### src/rtl/jtdsp16_pkg.sv
// Shared DSP16 PIO definitions: FSM encoding, PIOC layout, register selects.
package jtdsp16_pkg;

  localparam int unsigned DW  = 16;
  localparam int unsigned SWW = 2;

  // Strobe timing FSM encoding
  localparam logic [1:0] ST_IDLE   = 2'd0;
  localparam logic [1:0] ST_SETUP  = 2'd1;
  localparam logic [1:0] ST_STROBE = 2'd2;
  localparam logic [1:0] ST_HOLD   = 2'd3;

  // PIOC bit positions
  localparam int unsigned PIOC_IBF    = 15;
  localparam int unsigned PIOC_OBE    = 14;
  localparam int unsigned PIOC_SW_MSB = 13;
  localparam int unsigned PIOC_SW_LSB = 12;
  localparam int unsigned PIOC_IE_IBF = 4;
  localparam int unsigned PIOC_IE_OBE = 3;

  // pio_sel codes
  localparam logic [1:0] SEL_PIOC = 2'b00;
  localparam logic [1:0] SEL_PDX0 = 2'b01;
  localparam logic [1:0] SEL_PDX1 = 2'b10;
  localparam logic [1:0] SEL_RSVD = 2'b11;

  localparam logic [DW-1:0] PIOC_RST = 16'h4000;

  // Stored PIOC fields; everything else reads as zero
  typedef struct packed {
    logic           ibf;
    logic           obe;
    logic [SWW-1:0] sw;
    logic           ie_ibf;
    logic           ie_obe;
  } pioc_t;

  // Place the stored fields at their architectural bit positions
  function automatic logic [DW-1:0] pioc_pack(input pioc_t p);
    logic [DW-1:0] v;
    v                          = '0;
    v[PIOC_IBF]                = p.ibf;
    v[PIOC_OBE]                = p.obe;
    v[PIOC_SW_MSB:PIOC_SW_LSB] = p.sw;
    v[PIOC_IE_IBF]             = p.ie_ibf;
    v[PIOC_IE_OBE]             = p.ie_obe;
    return v;
  endfunction

  // Extract the stored fields from a full 16-bit image
  function automatic pioc_t pioc_unpack(input logic [DW-1:0] v);
    pioc_t p;
    p.ibf    = v[PIOC_IBF];
    p.obe    = v[PIOC_OBE];
    p.sw     = v[PIOC_SW_MSB:PIOC_SW_LSB];
    p.ie_ibf = v[PIOC_IE_IBF];
    p.ie_obe = v[PIOC_IE_OBE];
    return p;
  endfunction

  function automatic logic is_pdx(input logic [1:0] sel);
    return (sel == SEL_PDX0) || (sel == SEL_PDX1);
  endfunction

endpackage

### src/rtl/jtdsp16_pio_strobe.sv
// SETUP/STROBE/HOLD timing engine for PDX bus transactions.
// One 2-bit counter is reused by every phase; the strobe width is captured
// from sw when SETUP ends, so the running strobe ignores later sw changes.
module jtdsp16_pio_strobe
  import jtdsp16_pkg::*;
#(
  parameter int unsigned SETUP_CYC = 1,
  parameter int unsigned HOLD_CYC  = 1
) (
  input  logic           clk,
  input  logic           rst_n,
  input  logic           cen_i,
  input  logic           start_i,
  input  logic           start_rd_i,
  input  logic [SWW-1:0] sw_i,
  output logic           busy_o,
  output logic           strobe_active_o,
  output logic           rd_active_o,
  output logic           setup_done_c,
  output logic           last_strobe_c,
  output logic           done_c
);

  localparam logic [1:0] SETUP_LOAD = 2'(SETUP_CYC - 1);
  localparam logic [1:0] HOLD_LOAD  = 2'(HOLD_CYC - 1);

  logic [1:0]     state_q, state_d;
  logic [SWW-1:0] cnt_q, cnt_d;
  logic           rd_q, rd_d;
  logic           busy_q, busy_d;
  logic           strobe_q, strobe_d;

  // Next-state, counter and phase-boundary pulses
  always_comb begin
    state_d       = state_q;
    cnt_d         = cnt_q;
    rd_d          = rd_q;
    setup_done_c  = 1'b0;
    last_strobe_c = 1'b0;
    done_c        = 1'b0;
    if (cen_i) begin
      case (state_q)
        ST_IDLE: begin
          if (start_i) begin
            state_d = ST_SETUP;
            cnt_d   = SETUP_LOAD;
            rd_d    = start_rd_i;
          end
        end
        ST_SETUP: begin
          if (cnt_q == '0) begin
            state_d      = ST_STROBE;
            cnt_d        = sw_i;
            setup_done_c = 1'b1;
          end else begin
            cnt_d = cnt_q - 2'd1;
          end
        end
        ST_STROBE: begin
          if (cnt_q == '0) begin
            state_d       = ST_HOLD;
            cnt_d         = rd_q ? 2'd0 : HOLD_LOAD;
            last_strobe_c = 1'b1;
          end else begin
            cnt_d = cnt_q - 2'd1;
          end
        end
        ST_HOLD: begin
          if (cnt_q == '0) begin
            state_d = ST_IDLE;
            done_c  = 1'b1;
          end else begin
            cnt_d = cnt_q - 2'd1;
          end
        end
        default: state_d = ST_IDLE;
      endcase
    end
    busy_d   = (state_d != ST_IDLE);
    strobe_d = (state_d == ST_STROBE);
  end

  // State, counter and registered status flags
  always_ff @(posedge clk) begin
    if (!rst_n) begin
      state_q  <= ST_IDLE;
      cnt_q    <= '0;
      rd_q     <= 1'b0;
      busy_q   <= 1'b0;
      strobe_q <= 1'b0;
    end else begin
      state_q  <= state_d;
      cnt_q    <= cnt_d;
      rd_q     <= rd_d;
      busy_q   <= busy_d;
      strobe_q <= strobe_d;
    end
  end

  assign busy_o          = busy_q;
  assign strobe_active_o = strobe_q;
  assign rd_active_o     = rd_q;

endmodule

### src/rtl/jtdsp16_pio.sv
// DSP16 parallel I/O unit: PIOC/PDX registers and strobed external bus.
// Define JTDSP16_PIO_IRQ_EN to enable the IBF/OBE interrupt and store
// PIOC[4:3]; otherwise irq is 0 and PIOC[4:3] read as 0.
module jtdsp16_pio
  import jtdsp16_pkg::*;
#(
  parameter int unsigned SETUP_CYC = 1,
  parameter int unsigned HOLD_CYC  = 1
) (
  input  logic          clk,
  input  logic          rst_n,
  input  logic          cen,
  input  logic [1:0]    pio_sel,
  input  logic          we,
  input  logic          re,
  input  logic [DW-1:0] din,
  output logic [DW-1:0] r_pio,
  output logic          busy,
  input  logic [DW-1:0] pbus_in,
  output logic [DW-1:0] pbus_out,
  output logic          pbus_oe,
  output logic          psel,
  output logic          pods_n,
  output logic          pids_n,
  output logic          irq
);

  pioc_t         pioc_q, pioc_d;
  logic [DW-1:0] pdx_out_q, pdx_out_d;
  logic [DW-1:0] pdx_in_q, pdx_in_d;
  logic          psel_q, psel_d;
  logic          pbus_oe_q, pbus_oe_d;
  logic          pods_n_q, pods_n_d;
  logic          pids_n_q, pids_n_d;
  logic          irq_q, irq_d;

  logic          busy_w;
  logic          strobe_active;
  logic          rd_active;
  logic          setup_done_c;
  logic          last_strobe_c;
  logic          done_c;

  logic          accept_c;
  logic          wr_pdx_c;
  logic          rd_pdx_c;
  logic          pioc_wr_c;
  logic          start_c;
  logic          strobe_next_c;

  // Request decode: only accepted while idle on a cen cycle; write beats read
  always_comb begin
    accept_c      = cen & ~busy_w;
    wr_pdx_c      = accept_c & we & is_pdx(pio_sel);
    rd_pdx_c      = accept_c & ~we & re & is_pdx(pio_sel);
    pioc_wr_c     = accept_c & we & (pio_sel == SEL_PIOC);
    start_c       = wr_pdx_c | rd_pdx_c;
    strobe_next_c = setup_done_c | (strobe_active & ~last_strobe_c);
  end

  jtdsp16_pio_strobe #(
    .SETUP_CYC (SETUP_CYC),
    .HOLD_CYC  (HOLD_CYC)
  ) u_strobe (
    .clk             (clk),
    .rst_n           (rst_n),
    .cen_i           (cen),
    .start_i         (start_c),
    .start_rd_i      (rd_pdx_c),
    .sw_i            (pioc_q.sw),
    .busy_o          (busy_w),
    .strobe_active_o (strobe_active),
    .rd_active_o     (rd_active),
    .setup_done_c    (setup_done_c),
    .last_strobe_c   (last_strobe_c),
    .done_c          (done_c)
  );

  // Register next-state: PIOC, PDX data, bus controls and interrupt
  always_comb begin
    pioc_d    = pioc_q;
    pdx_out_d = pdx_out_q;
    pdx_in_d  = pdx_in_q;
    psel_d    = psel_q;
    pbus_oe_d = pbus_oe_q;
    pods_n_d  = pods_n_q;
    pids_n_d  = pids_n_q;
    irq_d     = irq_q;
    if (cen) begin
      if (pioc_wr_c) begin
        pioc_d.sw = din[PIOC_SW_MSB:PIOC_SW_LSB];
`ifdef JTDSP16_PIO_IRQ_EN
        pioc_d.ie_ibf = din[PIOC_IE_IBF];
        pioc_d.ie_obe = din[PIOC_IE_OBE];
`endif
      end
      if (start_c) begin
        psel_d = pio_sel[1];
        if (wr_pdx_c) begin
          pdx_out_d  = din;
          pioc_d.obe = 1'b0;
          pbus_oe_d  = 1'b1;
        end else begin
          pioc_d.ibf = 1'b0;
        end
      end
      pods_n_d = ~(strobe_next_c & ~rd_active);
      pids_n_d = ~(strobe_next_c & rd_active);
      if (last_strobe_c && rd_active) begin
        pdx_in_d   = pbus_in;
        pioc_d.ibf = 1'b1;
      end
      if (done_c) begin
        pbus_oe_d = 1'b0;
        if (!rd_active) begin
          pioc_d.obe = 1'b1;
        end
      end
`ifdef JTDSP16_PIO_IRQ_EN
      irq_d = (pioc_q.ibf & pioc_q.ie_ibf) | (pioc_q.obe & pioc_q.ie_obe);
`else
      irq_d = 1'b0;
`endif
    end
  end

  // Register update with synchronous reset independent of cen
  always_ff @(posedge clk) begin
    if (!rst_n) begin
      pioc_q    <= pioc_unpack(PIOC_RST);
      pdx_out_q <= '0;
      pdx_in_q  <= '0;
      psel_q    <= 1'b0;
      pbus_oe_q <= 1'b0;
      pods_n_q  <= 1'b1;
      pids_n_q  <= 1'b1;
      irq_q     <= 1'b0;
    end else begin
      pioc_q    <= pioc_d;
      pdx_out_q <= pdx_out_d;
      pdx_in_q  <= pdx_in_d;
      psel_q    <= psel_d;
      pbus_oe_q <= pbus_oe_d;
      pods_n_q  <= pods_n_d;
      pids_n_q  <= pids_n_d;
      irq_q     <= irq_d;
    end
  end

  // Read mux towards the register-read path
  always_comb begin
    r_pio = '0;
    case (pio_sel)
      SEL_PIOC: r_pio = pioc_pack(pioc_q);
      SEL_PDX0: r_pio = pdx_in_q;
      SEL_PDX1: r_pio = pdx_in_q;
      SEL_RSVD: r_pio = '0;
      default:  r_pio = '0;
    endcase
  end

  assign busy     = busy_w;
  assign pbus_out = pdx_out_q;
  assign pbus_oe  = pbus_oe_q;
  assign psel     = psel_q;
  assign pods_n   = pods_n_q;
  assign pids_n   = pids_n_q;
  assign irq      = irq_q;

endmodule

### config.mk
export PLATFORM = sky130hd
export DESIGN_NAME = jtdsp16_pio
export DESIGN_NICKNAME = d
export VERILOG_FILES = /design/src/rtl/jtdsp16_pkg.sv /design/src/rtl/jtdsp16_pio_strobe.sv /design/src/rtl/jtdsp16_pio.sv
export SDC_FILE = /design/constraint.sdc
export NUM_CORES = 1
export LEC_CHECK = 0
export BUFFER_PORTS_ARGS = -buffer_cell sky130_fd_sc_hd__buf_2
export CORE_MARGIN = 5
export CORE_UTILIZATION = 35
export DETAILED_ROUTE_END_ITERATION = 10
export GPL_ROUTABILITY_DRIVEN = 1
export SYNTH_ARGS = -nofsm -noshare
export SYNTH_HDL_FRONTEND = slang
export SYNTH_HIERARCHICAL = 1
export SYNTH_SLANG_ARGS = --single-unit
### constraint.sdc
create_clock -name clk -period 2.13 [get_ports clk]
set_clock_uncertainty 0.1 [all_clocks]
set_input_delay 0.1065 -clock clk [delete_from_list [all_inputs] [get_ports clk]]
set_output_delay 0.1065 -clock clk [all_outputs]
set_load 0.05 [all_outputs]
==> Yosys cells after proc, flatten, opt, wreduce, memory -nomap -nowiden <==
Index checks and enable logic that the tools add are counted.
{ "word_totals": {"register_bits": 47, "latchBits": 0, "ram_bits": 0, "rom_bits": 0, "elab_cells": 89, "memories": 0} }
{ "classes": {"addsub": 1, "mul": 0, "div": 0, "order_cmp": 0, "eq_ne": 10, "n_shift": 0, "n_mux": 28, "n_bitwise": 18, "n_reduce_logical": 18} }
{ "op_table": {"columns": ["operator", "n"], "rows": [
  ["16-bit one-hot mux with 3 select lines", 1],
  ["2-bit two-way mux", 10],
  ["2-bit one-hot mux with 4 select lines", 2],
  ["1-bit two-way mux", 15],
  ["3-bit AND reduction", 5],
  ["1-bit bitwise AND", 10],
  ["2-bit == test, second input constant", 5],
  ["2-bit nonzero test", 4],
  ["2-bit zero test", 3],
  ["1-bit inverter", 6],
  ["2-bit AND reduction", 3],
  ["2-bit by 1-bit == test with 1-bit output, second input constant", 2],
  ["2-bit != test, second input constant", 2],
  ["2-bit by 1-bit != test with 1-bit output, second input constant", 1],
  ["1-bit bitwise OR", 2],
  ["2-bit OR reduction", 1],
  ["2-bit by 1-bit subtractor with 2-bit output, second input constant", 1],
  ["1-bit logical AND", 1],
  ["1-bit logical OR", 1]
]} }

==> Longest topological paths before layout <==
Gate-level depths: netlist of run 1.
{ "logic_depth": {"ltp_word": 10, "depth_mapped": 10} }

==> By module <==
Netlist of run 1, hierarchy kept.
{ "modules_own_cells": {"columns": ["module", "instances", "cells_per_inst", "area_each_um2", "seq_area_each_um2"], "rows": [
  ["jtdsp16_pio", 1, 212, 1769.2, 800.8],
  ["jtdsp16_pio_strobe", 1, 51, 451.7, 140.1]
]} }

==> Least setup slack after synthesis of run 1 <==
OpenSTA, ideal clock, no wires.
{ "synth_path": {"path_kind": "in2out", "from": "input port pio_sel[0]", "to": "output port r_pio[12]", "arrival_time_ps": 1666, "t_required_ps": 1924, "setup_slack_ps": 258, "stages": 5, "path_buffers": 1, "cell_sequence": "inv_1 > ha_1 > buf_4 > nand2_1 > o21ai_0"} }
{ "synth_via": {"elab_chain_len": 3, "word_cells_on_any_way": 6, "classes_between": "eq/ne: 3; mux: 1; reduce/logical: 2"} }
{ "synth_rtl": {"columns": ["item", "line", "source"], "rows": [
  ["from (decl)", "jtdsp16_pio.sv:13", "input logic [1:0] pio_sel,"],
  ["2-bit by 1-bit == test with 1-bit output / 2-bit == test (equally long branches)", "jtdsp16_pio.sv:153", "case (pio_sel)"],
  ["2-bit OR reduction (no line)", null, null],
  ["16-bit one-hot mux with 3 select lines (*)", "jtdsp16_pio.sv:153", null],
  ["to (decl)", "jtdsp16_pio.sv:17", "output logic [DW-1:0] r_pio,"]
]} }
Every way passes the cells marked *; elsewhere a longest branch is shown, timed or not.

==> Final worst setup path of run 1 <==
{ "layout_path": {"from": "input port pio_sel[1]", "to": "register u_strobe.cnt_q[1]"} }
{ "layout_via": {"elab_chain_len": 6, "word_cells_on_any_way": 8, "classes_between": "eq/ne: 3; bitwise: 3; reduce/logical: 2"} }
{ "layout_rtl": {"columns": ["item", "line", "source"], "rows": [
  ["2-bit by 1-bit == test with 1-bit output / 2-bit == test (equally long branches)", "jtdsp16_pkg.sv:62", "return (sel == SEL_PDX0) || (sel == SEL_PDX1);"],
  ["1-bit logical OR (*)", "jtdsp16_pkg.sv:62", null],
  ["1-bit bitwise AND (on tied branches)", "jtdsp16_pio.sv:54, jtdsp16_pio.sv:55", null],
  ["1-bit bitwise OR (*)", "jtdsp16_pio.sv:57", "start_c = wr_pdx_c | rd_pdx_c;"],
  ["named net start_c", "jtdsp16_pio.sv:48", "logic start_c;"],
  ["2-bit != test (no line) (*)", null, null],
  ["3-bit AND reduction (no line) (*)", null, null],
  ["to (signal assigned)", "jtdsp16_pio_strobe.sv:93", "cnt_q <= cnt_d;"],
  ["to (decl)", "jtdsp16_pio_strobe.sv:28", "logic [SWW-1:0] cnt_q, cnt_d;"]
]} }
The timed path passes the listed nets; every way through them passes the cells marked *.
A chain may end at the register's enable or synchronous reset.

==> metrics.yaml, run 1 <==
synth:
  synthMuxAreaShare_pct: 2.31
  synth_compound_area_share_pct: 16.7
  postSynthNetCount: 307
  ys_seq_area_share_pct: 42.4
  yosysWarningCount: 6
  synth_edf_count: 0
  synth_cell_type_count: 42
  syn_inst: 263
  yosys.area_share.simple_pct: 27.2
  synth_top_family_by_area: "simple AND/OR/NAND/NOR gates"
  ys_async_sr_fraction_pct: 0
  synthXorXnorAreaFrac_pct: 0.394
  synth_seq_cells: 47
  syn-cell-area_um2: 2220
  avgSynthCellArea_um2: 8.44
  synth-adder-area-share_pct: 2.82
  synth_ff_type: "dfxtp_1"
placed_design:
  io_buffers: 75
  dpl.hpwl_um: 3730
  dpl_cell_area_um2: 2590
  gp_congestion: 0.742
route:
  vias_per_cell: 4.64
  drt-pass1-iter-count: 4
  first_iter_violations: 73
  remaining_drc_errors: 0
  ant_nets: 0
  vias: 2048
  wirelength_um: 5490
  routedWlPerCell_um: 12.4
sta:
  fin_crit_ps: 2030
  fin_setup_tns_ps: 0
  hold_viol_final: 0
  setup_viol: 0
  rsz0062_at_grt: "no"
  max_freq_mhz: 493
  slew_violations: 0
  layout_worst_path_cycle_share_pct: 95.3
global_routing:
  track_usage_pct: 14.2
  grt_max_degree: 35
  grt_pass1_vias: 2003
  overflow: 0
  antenna_found_initial: 0
  grt_pass1_wl_um: 8940
floorplan:
  fp.dieW_um: 89.7
  dieHeight_um: 89.7
  die_area_um2: 8040
  initial_core_util_pct: 35.4
  rows: 29
  pin_count: 77
  core_area_um2: 6280
finish:
  design_area_um2: 3050
  nets: 407
  final_common_cell: "buf_2"
  utilization_pct: 48.7
  area_delta_synth_final_pct: 37.5
  drive_above_1_share_pct: 28.3
  final_cell_mix: "71 x buf_2, 66 x nand2_1, 47 x dfxtp_1"
  antenna_cells: 0
worst_setup_path:
  endpoint_kind: "register"
  worstPathRequired_ps: 2240
  cp_max_fo: 5
  crit_arrival_ps: 2140
  reg2reg_setup_slack_ps: 310
  path_class: "in2reg"
  startpoint_type: "primary input"
run:
  drv_cap: 0
cts:
  htree_levels: 2
  root_buffer: "clkbuf_8"
  cts_tree: "built"
  numCtsBuffers: 5
  clk_latency_ps: 300
  cts.clk_slew.worst_paths_ps: 80
  clock_sinks: 47
  clockBufferDepth: 2
power:
  p_leak_nw: 1.33
  pwr_density_cell_nw_per_um2: 635
  vdd_drop_max_uv: 364
outcome:
  status: "finished clean"
min_path:
  hp-class: "in2reg"
==> sequential cells by signal, summed over array words and instances, names as in the netlist <==
| name | cells |
|---|---|
| pbus_out | 16 |
| u_strobe/strobe_active_o | 1 |
| u_strobe/cnt_q | 2 |
| pids_n | 1 |
| pods_n | 1 |
| u_strobe/rd_active_o | 1 |
| pdx_in_q | 16 |
| u_strobe/state_q | 2 |
| psel | 1 |
| u_strobe/busy_o | 1 |
| pioc_q | 4 |
| pbus_oe | 1 |
==> through the flow <==
step	hold slack [ps]	power [mW]	setup slack (ps)	std cells
final	71.7	1.94	100	441
after global routing	117	2.03	20.0	441
after CTS	48.6	1.97	54.1	441
after detailed placement	230	1.24	313	400
after global placement	221	1.23	388	400
after floorplan	120	1.16	258	263
==> Yosys cell counts, types with 2 or more instances <==
cell	count	area share, %
nand2_1	66	11
dfxtp_1	47	42
nand3_1	18	4.1
and2_1	12	3.4
o21ai_1	12	2.7
a21boi_1	9	3.0
buf_2	8	1.8
inv_1	8	1.4
nor2_1	8	1.4
a21boi_0	7	2.4
buf_6	6	3.0
o21ai_0	6	1.4
ha_1	5	2.8
buf_4	4	1.4
mux2i_1	4	1.8
o21ai_2	4	1.6
a31oi_1	3	0.85
clkbuf_1	3	0.51
nand3_2	3	1.4
nor2b_1	3	0.85
a211oi_1	2	0.68
a311oi_2	2	1.4
and4b_1	2	0.90
nand3b_1	2	0.68
nor3b_1	2	0.68
==> cell type report <==
type | count | area (um^2)
tap | 77 | 96.3
inverter | 8 | 30.0
clock buffer | 6 | 82.6
sequential | 47 | 941
fill | 628 | 3220
timing repair buffer | 114 | 768
multi-input combinational | 187 | 1100
clock inverter | 2 | 35.0
==> metal layers <==
layer  share of wire (%)  up-vias  track usage [%]
met5                   0        -                0
met2                  51       51             25.1
li1                    -     1079                -
met1                  42      912             16.7
met3                 5.7        6             3.83
met4                 1.5        0             4.19
==> where the power goes <==
part / leakage, nW / switching, mW / internal [mW]
registers: 0.381 / 0.0242 / 0.906
clock network: 0.0612 / 0.295 / 0.380
logic: 0.888 / 0.193 / 0.142
total: 1.33 / 0.512 / 1.43
==> critical path, stage by stage <==
cell and delay, ps:
dlygate4sd3_1 520, buf_2 110, inv_1 50, ha_1 310
nand3b_1 110, nor2_1 360, or3_4 210, a31oi_1 90
a311oi_2 250
==> logic make-up (layout without fill, tap and decap cells) <==
family / after synthesis / in the layout
DFF: 47 / 47
other: 1 / 1
muxes: 5 / 5
adders and majority gates: 5 / 5
xor gates and xnor gates: 1 / 1
buffers and inverters: 29 / 130
and+or+nand+nor: 123 / 123
AOI/OAI and AO/OA: 52 / 52
==> repair_timing <==
item,in CTS,in global routing
hold endpoints to repair,35,0
resized for setup,0,7
setup buffers,0,0
hold buffers,33,0
endpoints found under the setup margin,0,6
==> path summary, 6_finish.rpt <==
kind,startpoint,endpoint,cells past startpoint
setup / recovery,pio_sel[1],u_strobe/cnt_q[1]$_SDFFE_PN0P_,9
hold / removal,we,pioc_q[5]$_SDFFE_PN0P_,3
setup reg to reg,u_strobe/cnt_q[0]$_SDFFE_PN0P_,pdx_in_q[4]$_SDFFE_PN0P_,8
hold reg to reg,pbus_out[5]$_SDFFE_PN0P_,pbus_out[5]$_SDFFE_PN0P_,2
Power figures use the tool's default switching activity.
==> inputs of run 2 (changes only) <==
--- a/config.mk
+++ b/config.mk
@@ -10,7 +10,7 @@
 export CORE_UTILIZATION = 35
 export DETAILED_ROUTE_END_ITERATION = 10
 export GPL_ROUTABILITY_DRIVEN = 1
+export HOLD_SLACK_MARGIN = 0.06
 export SYNTH_ARGS = -nofsm -noshare
 export SYNTH_HDL_FRONTEND = slang
-export SYNTH_HIERARCHICAL = 1
 export SYNTH_SLANG_ARGS = --single-unit
==> run 2 against run 1 <==
Net effect: combinational power up 3%; cell count down 1.4%; highest routed layer unchanged; largest power group unchanged; non-clock buffer count down 3; clock-buffer cell count up 1; global-route usage down 0.11 points; sequential power up 1%; routed wire length down 4.4%; area after synthesis down 4.5%; critical path type is now in2out; via count down 4.1%; fmax up 0.32%.
==> metrics.yaml, run 2 <==
cts:
  root_buffer: "clkbuf_8"
  clockBufferDepth: 2
  htree_levels: 2
  clock_sinks: 47
  clk_latency_ps: 290
  cts.clk_slew.worst_paths_ps: 80
  cts_tree: "built"
  post_cts_buffers: 0
  numCtsBuffers: 5
sta:
  fin_crit_ps: 2020
  hold_viol_final: 0
  tightest_slew_ps: 668
  fin_setup_tns_ps: 0
  maxSlewHeadroom_pct: 55.5
  max_freq_mhz: 494
  setup_viol: 0
  rsz0062_at_grt: "no"
  layout_worst_path_cycle_share_pct: 95.0
  slew_violations: 0
floorplan:
  dieHeight_um: 87.8
  fp.dieW_um: 87.8
  pin_count: 77
  die_area_um2: 7720
  rows: 28
  initial_core_util_pct: 35.8
  core_area_um2: 5920
synth:
  yosysMostFrequentCell: "nand2_1"
  postSynthNetCount: 301
  synthTopCellsByCount: "80 x nand2_1, 47 x dfxtp_1, 17 x a21boi_0"
  synth_seq_cells: 47
  syn-cell-area_um2: 2120
  syn_inst: 257
  synth_edf_count: 0
  synth_top_cell_area_share_pct: 44.4
  synth_cell_type_count: 37
  yosysWarningCount: 0
  avgSynthCellArea_um2: 8.25
  ys_seq_area_share_pct: 44.4
  synth_top_cell_by_area: "dfxtp_1"
  ys_async_sr_fraction_pct: 0
  synth_ff_type: "dfxtp_1"
  synthTopCellsByArea: "dfxtp_1 44%, nand2_1 14%, a21boi_0 6.0%"
route:
  routedWlPerCell_um: 12.1
  remaining_drc_errors: 0
  vias: 1964
  wirelength_um: 5250
  first_iter_violations: 97
  vias_per_cell: 4.51
  ant_nets: 0
  drt-pass1-iter-count: 4
global_routing:
  overflow: 0
  antenna_found_initial: 0
  grt_pass1_vias: 1992
  grt_max_degree: 47
  track_usage_pct: 14.1
  grt_pass1_wl_um: 8610
worst_setup_path:
  startpoint_type: "primary input"
  path_class: "in2out"
  critical_path.most_common_cell: "buf_2"
  slowest_stage: "dlygate4sd3_1"
  crit_arrival_ps: 1820
  worstPathRequired_ps: 1920
  max_stage_delay_ps: 520
  cp_max_fo: 16
  path_cells: "dlygate4sd3_1, buf_2, inv_1, ha_1, buf_4, nand2_1, o21ai_0, buf_2"
  endpoint_kind: "output port"
power:
  pwr_density_cell_nw_per_um2: 612
  p_leak_nw: 1.28
  vdd_drop_max_uv: 342
placed_design:
  dp_cells: 394
  gp_congestion: 0.717
  dpl.hpwl_um: 3530
  io_buffers: 75
finish:
  fillCellCount: 609
  layoutNonFillerInstCount: 435
  drive_above_1_share_pct: 24.7
  utilization_pct: 49.4
  area_delta_synth_final_pct: 37.9
  multi_input_area_um2: 1060
  final_cell_mix: "80 x nand2_1, 75 x buf_2, 47 x dfxtp_1"
  area.sequential_um2: 941
  antenna_cells: 0
  final_common_cell: "nand2_1"
  nets: 403
outcome:
  status: "finished clean"
min_path:
  hp-class: "in2reg"
run:
  drv_cap: 0
-- run 2: cell count changes in the layout (fill, tap and decap cells not counted), moves of 4 or more --
cell / change
o21ai_2: -4
a21boi_1: +7
buf_2: +4
inv_1: -4
nand3_1: -17
a21boi_0: +10
o21ai_1: -12
nand2_1: +14
a21oi_1: +6
o21ai_0: +6
-- run 2: final timing paths --
check                            startpoint  slack, ps  depth (start not counted)                             end
max                              pio_sel[1]        110                          8                       r_pio[13]
min                                     cen        100                          3             pids_n$_SDFFE_PN1P_
max reg2reg  u_strobe.cnt_q[0]$_SDFFE_PN0P_        360                          6  u_strobe.cnt_q[0]$_SDFFE_PN0P_
min reg2reg        pdx_in_q[7]$_SDFFE_PN0P_        350                          2        pdx_in_q[7]$_SDFFE_PN0P_
-- run 2: critical path: cells and delay by family --
kind	cells	cell delay, ps
buf+inv	5	1180
fa+ha+maj	1	310
compound gates	1	160
simple gates	1	60
-- run 2: stage by stage --
step	power (mW)	hold WS (ps)	setup WS (ps)	cell area [um^2]
6_report	1.79	95.2	107	2920
5_1_grt	1.89	122	10.5	2920
3_5_place_dp	1.26	254	355	2510
3_3_place_gp	1.25	246	431	2510
4_1_cts	1.82	88.2	102	2920
2_1_floorplan	1.17	141	276	2120
-- run 2: cells by family (layout without fill, tap and decap cells) --
logic type               count (synthesis)  count (layout)  synth area share (%)
buffers and inverters                   20             123                  5.43
flip-flops                              47              47                  44.4
XOR/XNOR                                 1               1                 0.413
AO/OA/AOI/OAI                           60              60                  19.4
AND/OR/NAND/NOR                        119             119                  25.4
multiplexers                             4               4                  1.95
other                                    1               1                 0.177
adder cells (fa/ha/maj)                  5               5                  2.95
-- run 2: routing by layer --
| metal | routed length (um) | up-vias | GRT usage [%] |
|---|---|---|---|
| li1 | - | 1042 | - |
| met1 | 2380 | 855 | 15.6 |
| met2 | 2410 | 60 | 25.3 |
| met3 | 398 | 7 | 4.14 |
| met4 | 64 | 0 | 5.16 |
| met5 | 0 | - | 0 |
-- run 2: final cells by class --
class	count	share of cell area (%)
flip-flops and latches	47	32.2
clock inverters	1	0.171
multi-input cells	190	36.4
inverters	4	0.513
repair buffers	111	24.9
clock buffers	7	2.61
well taps	75	3.21
-- run 2: power by group --
| group | switching (mW) | internal, mW | leakage [nW] | total (mW) |
|---|---|---|---|---|
| registers | 0.0293 | 0.910 | 0.381 | 0.939 |
| logic | 0.196 | 0.148 | 0.860 | 0.344 |
| clock network | 0.276 | 0.231 | 0.0422 | 0.507 |
| total | 0.501 | 1.29 | 1.28 | 1.79 |
-- run 2: timing repair --
item                      4_1_cts  5_1_grt
hold buffers                   33        0
gates resized for setup         0        0
hold endpoints to repair       35        0
